`src/rtl/ef_pwmcap_pkg.sv`:
```
// ef_pwmcap_pkg: shared FSM encoding and default sizes for the PWM capture block.
package ef_pwmcap_pkg;
    typedef enum logic [1:0] {IDLE, ARM, HIGH, LOW} state_t;
    localparam int CW_DEF      = 32;
    localparam int PW_DEF      = 16;
    localparam int FLT_LEN_DEF = 3;
endpackage

```
`src/rtl/ef_pwmcap_if.sv`:
```
// ef_pwmcap_if: control inputs and measurement results of ef_pwm_capture.
interface ef_pwmcap_if
    import ef_pwmcap_pkg::*;
#(
    parameter int CW = CW_DEF,
    parameter int PW = PW_DEF
);
    logic          en;
    logic [PW-1:0] pr;
    logic          pol;
    logic          clr;
    logic          pwm_in;
    logic [CW-1:0] high_time;
    logic [CW-1:0] period;
    logic          cap_done;
    logic          ovf;
    logic          irq;
    modport master (output en, pr, pol, clr, pwm_in, input high_time, period, cap_done, ovf, irq);
    modport slave  (input en, pr, pol, clr, pwm_in, output high_time, period, cap_done, ovf, irq);
endinterface

```
`src/rtl/ef_pwmcap_sync.sv`:
```
// ef_pwmcap_sync: 2-FF synchronizer, optional glitch filter (EF_PWMCAP_FILTER_EN), polarity and edge detect.
module ef_pwmcap_sync
    import ef_pwmcap_pkg::*;
#(
    parameter int FLT_LEN = FLT_LEN_DEF
) (
    input  logic PCLK,
    input  logic PRESETn,
    input  logic pwm_in,
    input  logic pol,
    output logic rise,
    output logic fall
);
`ifdef EF_PWMCAP_FILTER_EN
    localparam int FL = FLT_LEN;
`else
    localparam int FL = 0 * FLT_LEN;
`endif
    logic s1, s2, flt, lvl, prev;
    assign lvl = flt ^ pol;
    always_ff @(posedge PCLK or negedge PRESETn) begin
        if (!PRESETn) begin
            s1   <= 1'b0;
            s2   <= 1'b0;
            prev <= 1'b0;
            rise <= 1'b0;
            fall <= 1'b0;
        end else begin
            s1   <= pwm_in;
            s2   <= s1;
            prev <= lvl;
            rise <= lvl & ~prev;
            fall <= ~lvl & prev;
        end
    end
    if (FL > 0) begin : g_flt
        localparam int RW = $clog2(FL + 1);
        logic [RW-1:0] run;
        // a new level is accepted only after FL consecutive differing samples
        always_ff @(posedge PCLK or negedge PRESETn) begin
            if (!PRESETn) begin
                run <= '0;
                flt <= 1'b0;
            end else if (s2 == flt) begin
                run <= '0;
            end else if (run == RW'(FL - 1)) begin
                run <= '0;
                flt <= s2;
            end else begin
                run <= run + RW'(1);
            end
        end
    end else begin : g_nof
        assign flt = s2;
    end
endmodule

```
`src/rtl/ef_pwm_capture.sv`:
```
// ef_pwm_capture: measures PWM period and high time in prescaled ticks.
// Optional glitch filter on the input path is enabled by defining EF_PWMCAP_FILTER_EN.
module ef_pwm_capture
    import ef_pwmcap_pkg::*;
#(
    parameter int CW      = CW_DEF,
    parameter int PW      = PW_DEF,
    parameter int FLT_LEN = FLT_LEN_DEF
) (
    input logic        PCLK,
    input logic        PRESETn,
    ef_pwmcap_if.slave bus
);
    localparam logic [CW-1:0] C1 = 1;
    localparam logic [PW-1:0] P1 = 1;
    logic rise, fall;
    ef_pwmcap_sync #(.FLT_LEN(FLT_LEN)) u_sync (
        .PCLK   (PCLK),
        .PRESETn(PRESETn),
        .pwm_in (bus.pwm_in),
        .pol    (bus.pol),
        .rise   (rise),
        .fall   (fall)
    );
    state_t        state, state_nxt;
    logic [CW-1:0] cnt, hold, high_time, period;
    logic [PW-1:0] psc, prs;
    logic          tick, sat, cap, ovf_set, restart, zero, cap_done, ovf;
    assign tick = psc == prs;
    assign sat  = &cnt;
    always_comb begin
        state_nxt = state;
        cap       = 1'b0;
        ovf_set   = 1'b0;
        case (state)
            IDLE: state_nxt = ARM;
            ARM:  state_nxt = rise ? HIGH : ARM;
            HIGH: begin
                ovf_set   = tick & sat;
                state_nxt = ovf_set ? ARM : fall ? LOW : HIGH;
            end
            LOW: begin
                cap       = rise;
                ovf_set   = tick & sat & ~rise;
                state_nxt = rise ? HIGH : ovf_set ? ARM : LOW;
            end
            default: state_nxt = IDLE;
        endcase
        if (!bus.en) begin
            state_nxt = IDLE;
            cap       = 1'b0;
            ovf_set   = 1'b0;
        end
    end
    assign restart = rise && (state == ARM || state == LOW) && state_nxt == HIGH;
    assign zero    = state_nxt == IDLE || state_nxt == ARM;
    always_ff @(posedge PCLK or negedge PRESETn) begin
        if (!PRESETn) state <= IDLE;
        else          state <= state_nxt;
    end
    always_ff @(posedge PCLK or negedge PRESETn) begin
        if (!PRESETn) begin
            cnt       <= '0;
            psc       <= '0;
            prs       <= '0;
            hold      <= '0;
            high_time <= '0;
            period    <= '0;
            cap_done  <= 1'b0;
            ovf       <= 1'b0;
        end else begin
            cap_done <= cap;
            ovf      <= ovf_set | (ovf & ~bus.clr);
            if (cap) begin
                period    <= cnt;
                high_time <= hold;
            end
            if (state == HIGH && fall) hold <= cnt;
            // the edge cycle is the first cycle of the new period; any tick there is dropped
            if (zero) begin
                cnt <= '0;
                psc <= '0;
            end else if (restart) begin
                prs <= bus.pr;
                cnt <= (bus.pr == '0) ? C1 : '0;
                psc <= (bus.pr == '0) ? '0 : P1;
            end else if (tick) begin
                cnt <= cnt + C1;
                psc <= '0;
            end else begin
                psc <= psc + P1;
            end
        end
    end
    assign bus.high_time = high_time;
    assign bus.period    = period;
    assign bus.cap_done  = cap_done;
    assign bus.ovf       = ovf;
    assign bus.irq       = cap_done | ovf;
endmodule

```
`src/flat_wrapper.sv`:
```
// flat-port wrapper written by rule: the top's interface ports become plain ports
module ef_pwm_capture_flat import ef_pwmcap_pkg::*;
#(
    parameter int CW      = CW_DEF,
    parameter int PW      = PW_DEF,
    parameter int FLT_LEN = FLT_LEN_DEF
)
  (PCLK, PRESETn, bus_en, bus_pr, bus_pol, bus_clr, bus_pwm_in, bus_high_time, bus_period, bus_cap_done, bus_ovf, bus_irq);
  ef_pwmcap_if #(.CW(CW), .PW(PW)) bus_i ();
  input logic PCLK;
  input logic PRESETn;
  input wire logic [$bits(bus_i.en)-1:0] bus_en;
  input wire logic [$bits(bus_i.pr)-1:0] bus_pr;
  input wire logic [$bits(bus_i.pol)-1:0] bus_pol;
  input wire logic [$bits(bus_i.clr)-1:0] bus_clr;
  input wire logic [$bits(bus_i.pwm_in)-1:0] bus_pwm_in;
  output wire logic [$bits(bus_i.high_time)-1:0] bus_high_time;
  output wire logic [$bits(bus_i.period)-1:0] bus_period;
  output wire logic [$bits(bus_i.cap_done)-1:0] bus_cap_done;
  output wire logic [$bits(bus_i.ovf)-1:0] bus_ovf;
  output wire logic [$bits(bus_i.irq)-1:0] bus_irq;
  assign bus_i.en = bus_en;
  assign bus_i.pr = bus_pr;
  assign bus_i.pol = bus_pol;
  assign bus_i.clr = bus_clr;
  assign bus_i.pwm_in = bus_pwm_in;
  assign bus_high_time = bus_i.high_time;
  assign bus_period = bus_i.period;
  assign bus_cap_done = bus_i.cap_done;
  assign bus_ovf = bus_i.ovf;
  assign bus_irq = bus_i.irq;
  ef_pwm_capture #(.CW(CW), .PW(PW), .FLT_LEN(FLT_LEN)) u_core (.PCLK(PCLK), .PRESETn(PRESETn), .bus(bus_i));
endmodule
```
`config.mk`:
```
export PLATFORM = sky130hd
export DESIGN_NAME = ef_pwm_capture_flat
export DESIGN_NICKNAME = d
export VERILOG_FILES = /design/src/rtl/ef_pwmcap_pkg.sv /design/src/rtl/ef_pwmcap_if.sv /design/src/rtl/ef_pwmcap_sync.sv /design/src/rtl/ef_pwm_capture.sv /design/src/flat_wrapper.sv
export SDC_FILE = /design/constraint.sdc
export NUM_CORES = 1
export LEC_CHECK = 0
export CAP_MARGIN = 20
export CORE_MARGIN = 1
export CORE_UTILIZATION = 52
export CTS_BUF_LIST = sky130_fd_sc_hd__clkbuf_8 sky130_fd_sc_hd__clkbuf_16
export CTS_CLUSTER_SIZE = 25
export DETAILED_ROUTE_END_ITERATION = 7
export PLACE_DENSITY = 0.79
export SYNTH_ARGS = -nofsm -noshare
export SYNTH_HDL_FRONTEND = slang
export SYNTH_HIERARCHICAL = 1
export SYNTH_SLANG_ARGS = --single-unit
```
`constraint.sdc`:
```
create_clock -name PCLK -period 3.1 [get_ports PCLK]
set_input_delay 0.775 -clock PCLK [delete_from_list [all_inputs] [get_ports PCLK]]
set_output_delay 0.775 -clock PCLK [all_outputs]
set_load 0.01 [all_outputs]
```
# Word level (Yosys, flattened, before mapping)
# Cells that the tools add are included.
[word_totals]
regBits = 169
ram_bits = 0
memories = 0
output_inout_bits = 67
latch_bits = 0
word_cells = 65
romBits = 0
in_bits = 22
[op_classes]
n_lt_le_gt_ge = 0
reduce_logical = 11
n_mux = 19
mul = 0
bitwise_logic = 13
shifts = 0
add_sub_neg = 2
eq_ne = 6
div = 0
[op_table]
columns = ["operator", "count"]
rows = [
  ["2-to-1 mux 32 bit", 3],
  ["2-to-1 mux 16 bit", 3],
  ["adder 32 x 1 -> 32 bit (second input constant)", 1],
  ["AND reduction 32 bit", 1],
  ["adder 16 x 1 -> 16 bit (second input constant)", 1],
  ["equality test 16 bit", 1],
  ["logical NOT 16 bit", 1],
  ["2-to-1 mux 2 bit", 5],
  ["case mux 2 bit (4 select lines)", 1],
  ["equality test 2 bit (second input constant)", 3],
  ["2-to-1 mux 1 bit", 6],
  ["bitwise AND 1 bit", 5],
  ["inverter 1 bit", 5],
  ["equality test 2 x 1 -> 1 bit (second input constant)", 2],
  ["logical NOT 2 bit", 2],
  ["logical AND 1 bit", 3],
  ["nonzero test 3 bit", 1],
  ["logical OR 1 bit", 2],
  ["OR 1 bit", 2],
  ["case mux 1 bit (2 select lines)", 1],
  ["AND reduction 2 bit", 1],
  ["XOR 1 bit", 1],
]

# Depth between registers and ports, before layout
# Gate-level depths: netlist of run 1.
[depth]
word_depth = 11
depth_mapped = 8
depth_no_buf = 6

# Modules after synthesis
# Netlist of run 1, hierarchy kept.
[by_module_without_submodules]
columns = ["mod", "n_inst", "seq_area_each_um2", "area_per_inst_um2", "cells_each"]
rows = [
  ["ef_pwm_capture", 1, 4103.9, 7140.6, 681],
  ["ef_pwmcap_sync", 1, 125.1, 147.6, 9],
]

# Least setup slack after synthesis of run 1
# No wires, ideal clock.
[synth_timing]
path_kind = "register to register"
startpoint = "register u_core.psc[0]"
endpoint = "register u_core.cnt[11]"
setup_slack_ps = 844
n_path_buf = 2
period_less_slack_ps = 2256
setup_ps = 87
t_required_ps = 3013
arrival_time_ps = 2169
stages_incl_launch_ff = 8
cell_sequence = "dfrtp_1 xnor2_1 nand4_1 or4_1 buf_6 buf_6 or4_1 a211oi_2"
[synth_between]
elab_chain_cells = 11
elab_cells_between_ends = 16
cone_classes = "eq/ne (3); mux (7); bitwise (2); reduce/logical (4)"
[synth_rtl]
columns = ["item", "line", "text"]
rows = [
  ["start, declared", "ef_pwm_capture.sv:27", "logic [PW-1:0] psc, prs;"],
  ["start signal, assigned", "ef_pwm_capture.sv:86", "psc <= (bus.pr == '0) ? '0 : P1;"],
  ["start signal, assigned", "ef_pwm_capture.sv:91", "psc <= psc + P1;"],
  ["equality test 16 bit (*)", "ef_pwm_capture.sv:29", "assign tick = psc == prs;"],
  ["bitwise AND 1 bit", "ef_pwm_capture.sv:39, ef_pwm_capture.sv:44", ""],
  ["bitwise AND 1 bit", "ef_pwm_capture.sv:44", "ovf_set = tick & sat & ~rise;"],
  ["2-to-1 mux 2 bit (2 in a row)", "ef_pwm_capture.sv:45", "state_nxt = rise ? HIGH : ovf_set ? ARM : LOW;"],
  ["case mux 2 bit (4 select lines)", "ef_pwm_capture.sv:35", "case (state)"],
  ["2-to-1 mux 2 bit", "ef_pwm_capture.sv:49", "if (!bus.en) begin"],
  ["equality test 2 bit", "ef_pwm_capture.sv:55", "assign restart = rise && (state == ARM || state == LOW) && state_nxt == HIGH;"],
  ["logical AND 1 bit", "ef_pwm_capture.sv:55", ""],
  ["2-to-1 mux 32 bit", "ef_pwm_capture.sv:83", "end else if (restart) begin"],
  ["2-to-1 mux 32 bit", "ef_pwm_capture.sv:80", "if (zero) begin"],
  ["end signal, assigned", "ef_pwm_capture.sv:85", "cnt <= (bus.pr == '0) ? C1 : '0;"],
  ["end signal, assigned", "ef_pwm_capture.sv:88", "cnt <= cnt + C1;"],
  ["end, declared", "ef_pwm_capture.sv:26", "logic [CW-1:0] cnt, hold, high_time, period;"],
]
# Mark *: on every way between the ends. The rest lies on a longest branch, timed or not.
# A chain may end at the register's enable or synchronous reset.

# Worst setup path in the final report of run 1
[layout_timing]
startpoint = "register u_core.psc[10]"
endpoint = "register u_core.cnt[28]"
# The elaborated chain is that of the path after synthesis.

==> flow_metrics.env, run 1 <==
export IMPL_cts_buffer_depth=2
export IMPL_maxSlewHeadroom_pct=43.78
export IMPL_die_area_mm2=0.01449
export IMPL_port_buffers=88
export IMPL_num_antenna_cells=0
export IMPL_cts_tree="built"
export IMPL_initial_core_util_pct=54.18
export IMPL_drive_gt1_share_pct=13.18
export IMPL_cts_setup_buffers=0
export IMPL_yosysMostFrequentCell="nand2_1"
export IMPL_via_count=5331
export IMPL_crit_fanout=15
export IMPL_grt_antenna_before_repair=0
export IMPL_p_clk_share_pct=43.2
export IMPL_grtUsageTotal_pct=22.23
export IMPL_multi_input_area_mm2=0.002879
export IMPL_vdd_ir_drop_max_v=0.0003468
export IMPL_synth_ff_type="dfrtp_1"
export IMPL_clk_pin_slew_worst_paths_ns=0.06
export IMPL_cts_made_buffers=17
export IMPL_ys_warn_count=6
export IMPL_r2r_cells=6
export IMPL_critPathRequiredTime_ns=3.42
export IMPL_startpoint_type="flop"
export IMPL_synth_cell_types=39
export IMPL_leakage_nw=4.046
export IMPL_drv_slew=0
export IMPL_cp_arrival_ns=3.07
export IMPL_fin_crit_ns=2.755
export IMPL_grt_pass1_vias=5296
export IMPL_gp_congestion=0.8417
export IMPL_fin_nets=801
export IMPL_synth_edf_count=0
export IMPL_hpwl_mm=10.03
export IMPL_dp_cells=934
export IMPL_cts_sinks=169
export IMPL_drcViolationCount=0
export IMPL_timing_fmax_ghz=0.3630
export IMPL_drt_initial_drc_count=256
export IMPL_yosysTopAreaCell="dfrtp_1"
export IMPL_netlist_top_cells_count="nand2_1 (211), dfrtp_1 (169), mux2_2 (45)"
export IMPL_fp_dieH_um=120.4
export IMPL_grt_start_max_net_pins=68
export IMPL_dp_slack_ns=0.3774
export IMPL_min_period_over_period_pct=88.87
export IMPL_setup_ws_ns=0.3450
export IMPL_setup_viol=0
export IMPL_synth_nets=714
export IMPL_ys_seq_area_share_pct=58.03
export IMPL_ant_nets=0
export IMPL_seqCellArea_mm2=0.004229
export IMPL_synth_top_area_share_pct=58.03
export IMPL_vias_per_cell=5.524
export IMPL_synthArstFlopShare_pct=100.0
export IMPL_placement_rows=42
export IMPL_powerDensity_mw_per_mm2=515.5
export IMPL_synth_avg_cell_area_um2=10.56
export IMPL_crit_path_end_kind="flop"
export IMPL_netlist_instances=690
export IMPL_finalClockSkew_ns=0.005714
export IMPL_area_growth_syn_to_layout_pct=22.80
export IMPL_fillers=1055
export IMPL_grt_overflow_total=0
export IMPL_p_sw_mw=1.007
export IMPL_postCtsHoldBufs=0
export IMPL_hold_viol_final=0
export IMPL_tightest_slew_ns=0.8355
export IMPL_wl_per_cell_um=15.49
export IMPL_maxCapViolations=0
export IMPL_combPwrFrac_pct=5.8
export IMPL_ios=89
export IMPL_hp_class="in2async"
export IMPL_synthTopCellsByArea="dfrtp_1 (58%), nand2_1 (11%), mux2_2 (7.0%), xnor2_1 (2.8%), or4_1 (2.3%)"
export IMPL_stdcell_area_mm2=0.008950
export IMPL_p_int_mw=3.606
export IMPL_r2r_slack_ns=0.35
export IMPL_first_pass_iters=4
export IMPL_reg2reg_to="u_core/cnt[28]$_DFFE_PN0P_"
export IMPL_p_seq_share_pct=51.0
export IMPL_yosys_register_bits=169
export IMPL_grt_pass1_wl_mm=25.33
export IMPL_drt_wl_total_mm=14.95
export IMPL_criticalPathCategory="reg2reg"
export IMPL_post_cts_resized=0
export IMPL_netlist_area_mm2=0.007288
export IMPL_power_total_mw=4.614
export IMPL_cts_root_buffer="clkbuf_16"
export IMPL_worstSkewPairLatency_ns=0.43
export IMPL_place_area_mm2=0.008392
export IMPL_setup_tns_ns=0
export IMPL_htree_levels=4
export IMPL_rsz0062_at_grt="no"
export IMPL_core_area_mm2=0.01345
export IMPL_stdcell_count=965
export IMPL_p_sw_share_pct=21.84
export IMPL_die_w_um=120.4
export IMPL_outcome="completed"
export IMPL_reg2reg_from="u_core/psc[10]$_DFF_PN0_"
==> metrics by stage <==
step	hold WS [ns]	util [%]
floorplan	0.3312	-
global placement	0.3371	62.38
detailed placement	0.3484	62.38
CTS	0.3151	66.53
global route	0.3400	66.53
finish	0.3136	66.53
==> flip-flops by register name, summed over array words and instances, names as in the netlist <==
register / cells
u_core/bus.cap_done: 1
u_core/u_sync/fall: 1
u_core/state: 2
u_core/u_sync/rise: 1
u_core/hold: 32
u_core/psc: 16
u_core/cnt: 32
u_core/bus.period: 32
u_core/bus.high_time: 32
u_core/u_sync/s1: 1
u_core/bus.ovf: 1
u_core/u_sync/prev: 1
u_core/u_sync/flt: 1
u_core/prs: 16
==> power groups by stage <==
stage / combinational, mW / clock [mW] / sequential, mW
6_report: 0.267 / 1.99 / 2.35
5_1_grt: 0.295 / 2.13 / 2.36
4_1_cts: 0.273 / 2.03 / 2.35
3_5_place_dp: 0.272 / 0 / 2.39
3_3_place_gp: 0.265 / 0 / 2.39
2_1_floorplan: 0.165 / 0 / 2.37
==> cell usage in the layout, fill, tap and decap left out, types with 8 or more instances in the layout <==
cell type,n
clkbuf_16,17
mux2_2,45
nand4_1,12
o31ai_1,21
buf_4,10
o21ai_0,15
nor2_1,20
and3_1,10
a211oi_2,8
xnor2_1,23
clkdlybuf4s50_1,87
or4_1,22
nand2_1,211
a211oi_1,21
xor2_1,8
dfrtp_1,169
inv_1,8
nand3_1,22
==> how the worst max path moves through the flow <==
stage | from | end | slack [ns] | cells after the start
3_3_place_gp | u_core/psc[0]$_DFF_PN0_ | u_core/cnt[18]$_DFFE_PN0P_ | 0.46 | 6
3_5_place_dp | u_core/psc[10]$_DFF_PN0_ | u_core/cnt[16]$_DFFE_PN0P_ | 0.38 | 6
4_1_cts | u_core/psc[0]$_DFF_PN0_ | u_core/cnt[11]$_DFFE_PN0P_ | 0.36 | 6
2_1_floorplan | u_core/psc[0]$_DFF_PN0_ | u_core/cnt[11]$_DFFE_PN0P_ | 0.84 | 7
6_report | u_core/psc[10]$_DFF_PN0_ | u_core/cnt[28]$_DFFE_PN0P_ | 0.35 | 6
5_1_grt | u_core/psc[10]$_DFF_PN0_ | u_core/cnt[7]$_DFFE_PN0P_ | 0.21 | 6
==> worst max-delay path, cell delays in order (launching register included) <==
cell      delay (ns)
dfrtp_1         0.44
xnor2_1         0.18
nand4_1         0.13
or4_1           0.79
buf_4           0.30
or4_1           0.49
a211oi_1        0.31
==> area by class of cell <==
class	count	area share, %
Clock buffer	21	5.368
Clock inverter	10	0.8668
Inverter	7	0.2936
Multi-Input combinational cell	480	32.17
Sequential cell	169	47.25
Tap cell	176	2.461
Timing Repair Buffer	102	11.59
==> logic make-up (layout without fill, tap and decap cells) <==
family,count (synthesis),count (layout),share of synthesized area (%)
XOR/XNOR,31,31,3.725
flip-flops,169,169,58.03
adder cells (fa/ha/maj),2,2,0.3433
AND/OR/NAND/NOR,331,331,21.01
AO/OA/AOI/OAI,69,69,7.193
buffers and inverters,41,140,2.472
multiplexers,47,47,7.228
==> metal layers <==
layer  GRT usage, %  part of all wire (%)  vias to the layer above
met5              0                     0                        -
met4          8.796                   1.7                        0
met3          4.906                   4.2                       27
met2          35.34                    49                      130
met1          29.79                    45                     2610
li1               -                     -                     2564
No activity file was read; power rests on OpenSTA's default activity.
==> inputs of run 2 (changes only) <==
==> constraint.sdc (replaced) <==
create_clock -name PCLK -period 3 [get_ports PCLK]
set_input_delay 0.75 -clock PCLK [delete_from_list [all_inputs] [get_ports PCLK]]
set_output_delay 0.75 -clock PCLK [all_outputs]
set_load 0.01 [all_outputs]
==> flow_metrics.env, run 2 (same netlist as run 1, synthesis figures left out) <==
export IMPL_startpoint_type="flop"
export IMPL_cts_root_buffer="clkbuf_16"
export IMPL_rsz0062_at_grt="no"
export IMPL_wl_per_cell_um=16.17
export IMPL_r2r_slack_ns=0.38
export IMPL_gp_congestion=0.8225
export IMPL_maxSlewHeadroom_pct=46.22
export IMPL_die_w_um=120.4
export IMPL_multi_input_area_mm2=0.002879
export IMPL_vias_per_cell=5.613
export IMPL_fin_crit_ns=2.617
export IMPL_fp_dieH_um=120.4
export IMPL_core_area_mm2=0.01345
export IMPL_seqCellArea_mm2=0.004229
export IMPL_stdcell_count=966
export IMPL_drt_initial_drc_count=366
export IMPL_timing_fmax_ghz=0.3821
export IMPL_cts_setup_buffers=0
export IMPL_outcome="completed"
export IMPL_drt_wl_total_mm=15.62
export IMPL_grt_pass1_vias=5535
export IMPL_drv_slew=0
export IMPL_worstSkewPairLatency_ns=0.43
export IMPL_grt_overflow_total=0
export IMPL_cts_buffer_depth=2
export IMPL_grtUsageTotal_pct=23.65
export IMPL_finalClockSkew_ns=0.008245
export IMPL_powerDensity_mw_per_mm2=549.3
export IMPL_hold_viol_final=0
export IMPL_ios=89
export IMPL_via_count=5422
export IMPL_setup_tns_ns=0
export IMPL_hp_class="in2async"
export IMPL_fillers=1025
export IMPL_grt_pass1_wl_mm=26.74
export IMPL_postCtsHoldBufs=0
export IMPL_clk_pin_slew_worst_paths_ns=0.06
export IMPL_placement_rows=42
export IMPL_crit_fanout=61
export IMPL_power_total_mw=4.928
export IMPL_cts_made_buffers=17
export IMPL_drcViolationCount=0
export IMPL_setup_viol=0
export IMPL_first_pass_iters=5
export IMPL_hpwl_mm=9.946
export IMPL_maxCapViolations=0
export IMPL_port_buffers=88
export IMPL_fin_nets=801
export IMPL_criticalPathCategory="reg2reg"
export IMPL_critPathRequiredTime_ns=3.33
export IMPL_num_antenna_cells=0
export IMPL_cts_sinks=169
export IMPL_cts_tree="built"
export IMPL_final_common_cell="nand2_1"
export IMPL_crit_path_end_kind="flop"
export IMPL_cp_arrival_ns=2.95
export IMPL_layout_common_cells="nand2_1 (211), dfrtp_1 (169), clkdlybuf4s50_1 (87)"
export IMPL_ant_nets=0
export IMPL_dp_cells=934
export IMPL_post_cts_resized=0
export IMPL_drive_gt1_share_pct=13.29
export IMPL_initial_core_util_pct=54.18
export IMPL_leakage_nw=4.066
export IMPL_die_area_mm2=0.01449
export IMPL_vdd_ir_drop_max_v=0.0003068
export IMPL_tightest_slew_ns=0.7993
export IMPL_grt_antenna_before_repair=0
export IMPL_htree_levels=4
export IMPL_grt_start_max_net_pins=70
export IMPL_area_growth_syn_to_layout_pct=23.07
export IMPL_min_period_over_period_pct=87.23
## run 2: cell count changes in the layout (fill, tap and decap cells not counted)
cell | previous run | this run
buf_12 | 4 | 2
buf_4 | 10 | 12
clkbuf_8 | 4 | 6
bufinv_16 | 1 | 2
clkinv_2 | 5 | 4
clkinvlp_4 | 2 | 1
## run 2: critical path: stages (launching register included)
cell      delay (ns)
dfrtp_1         0.46
xnor2_1         0.21
nand4_1         0.12
or4_1           0.54
buf_4           0.30
or4_1           0.60
a211oi_2        0.27
## run 2: final timing paths
| path | from | to | cells after the start |
|---|---|---|---|
| min in group PCLK | u_core/u_sync/s1$_DFF_PN0_ | u_core/u_sync/flt$_DFF_PN0_ | 0 |
| worst min-delay path | PRESETn | u_core/bus.period[18]$_DFFE_PN0P_ | 1 |
| worst max register to register | u_core/psc[0]$_DFF_PN0_ | u_core/cnt[11]$_DFFE_PN0P_ | 6 |
| max in group asynchronous | PRESETn | u_core/bus.period[4]$_DFFE_PN0P_ | 2 |
| worst max-delay path | u_core/psc[0]$_DFF_PN0_ | u_core/cnt[11]$_DFFE_PN0P_ | 6 |
| worst min register to register | u_core/u_sync/s1$_DFF_PN0_ | u_core/u_sync/flt$_DFF_PN0_ | 0 |
## run 2: power breakdown
| part | switching, mW | internal [mW] |
|---|---|---|
| combinational | 0.130 | 0.151 |
| clock | 0.863 | 1.35 |
| sequential | 0.0711 | 2.37 |
## run 2: final cells by class
| class | count | share of cell area (%) |
|---|---|---|
| clock inverter | 9 | 1.060 |
| inverter | 7 | 0.2929 |
| sequential | 169 | 47.15 |
| clock buffer | 23 | 5.663 |
| tap | 176 | 2.455 |
| timing repair buffer | 102 | 11.28 |
| multi-input combinational | 480 | 32.10 |
## run 2: per-layer routing
layer,track usage [%],vias up,part of all wire [%]
met5,0,-,0
met4,8.102,0,1.8
met3,5.094,24,3.7
met2,40.77,140,51
met1,29.50,2707,43
li1,-,2551,-
## run 2: metrics by stage
step / area (um2) / hold WS, ns / setup slack, ns / util (%)
6_report: 8970 / 0.3143 / 0.3832 / 66.68
4_1_cts: 8970 / 0.3316 / 0.4192 / 66.68
5_1_grt: 8970 / 0.3606 / 0.1929 / 66.68
2_1_floorplan: 7288 / 0.3312 / 0.7436 / -
3_3_place_gp: 8367 / 0.3342 / 0.5523 / 62.19
3_5_place_dp: 8367 / 0.3457 / 0.4731 / 62.19
==> inputs of run 3 (changes only) <==
--- a/config.mk
+++ b/config.mk
@@ -5,6 +5,7 @@
 export SDC_FILE = /design/constraint.sdc
 export NUM_CORES = 1
 export LEC_CHECK = 0
+export ABC_CLOCK_PERIOD_IN_PS = 3000
 export CAP_MARGIN = 20
 export CORE_MARGIN = 1
 export CORE_UTILIZATION = 52
==> results of run 3 <==
No change in the layout: final DEF, timing and power equal those of run 2.
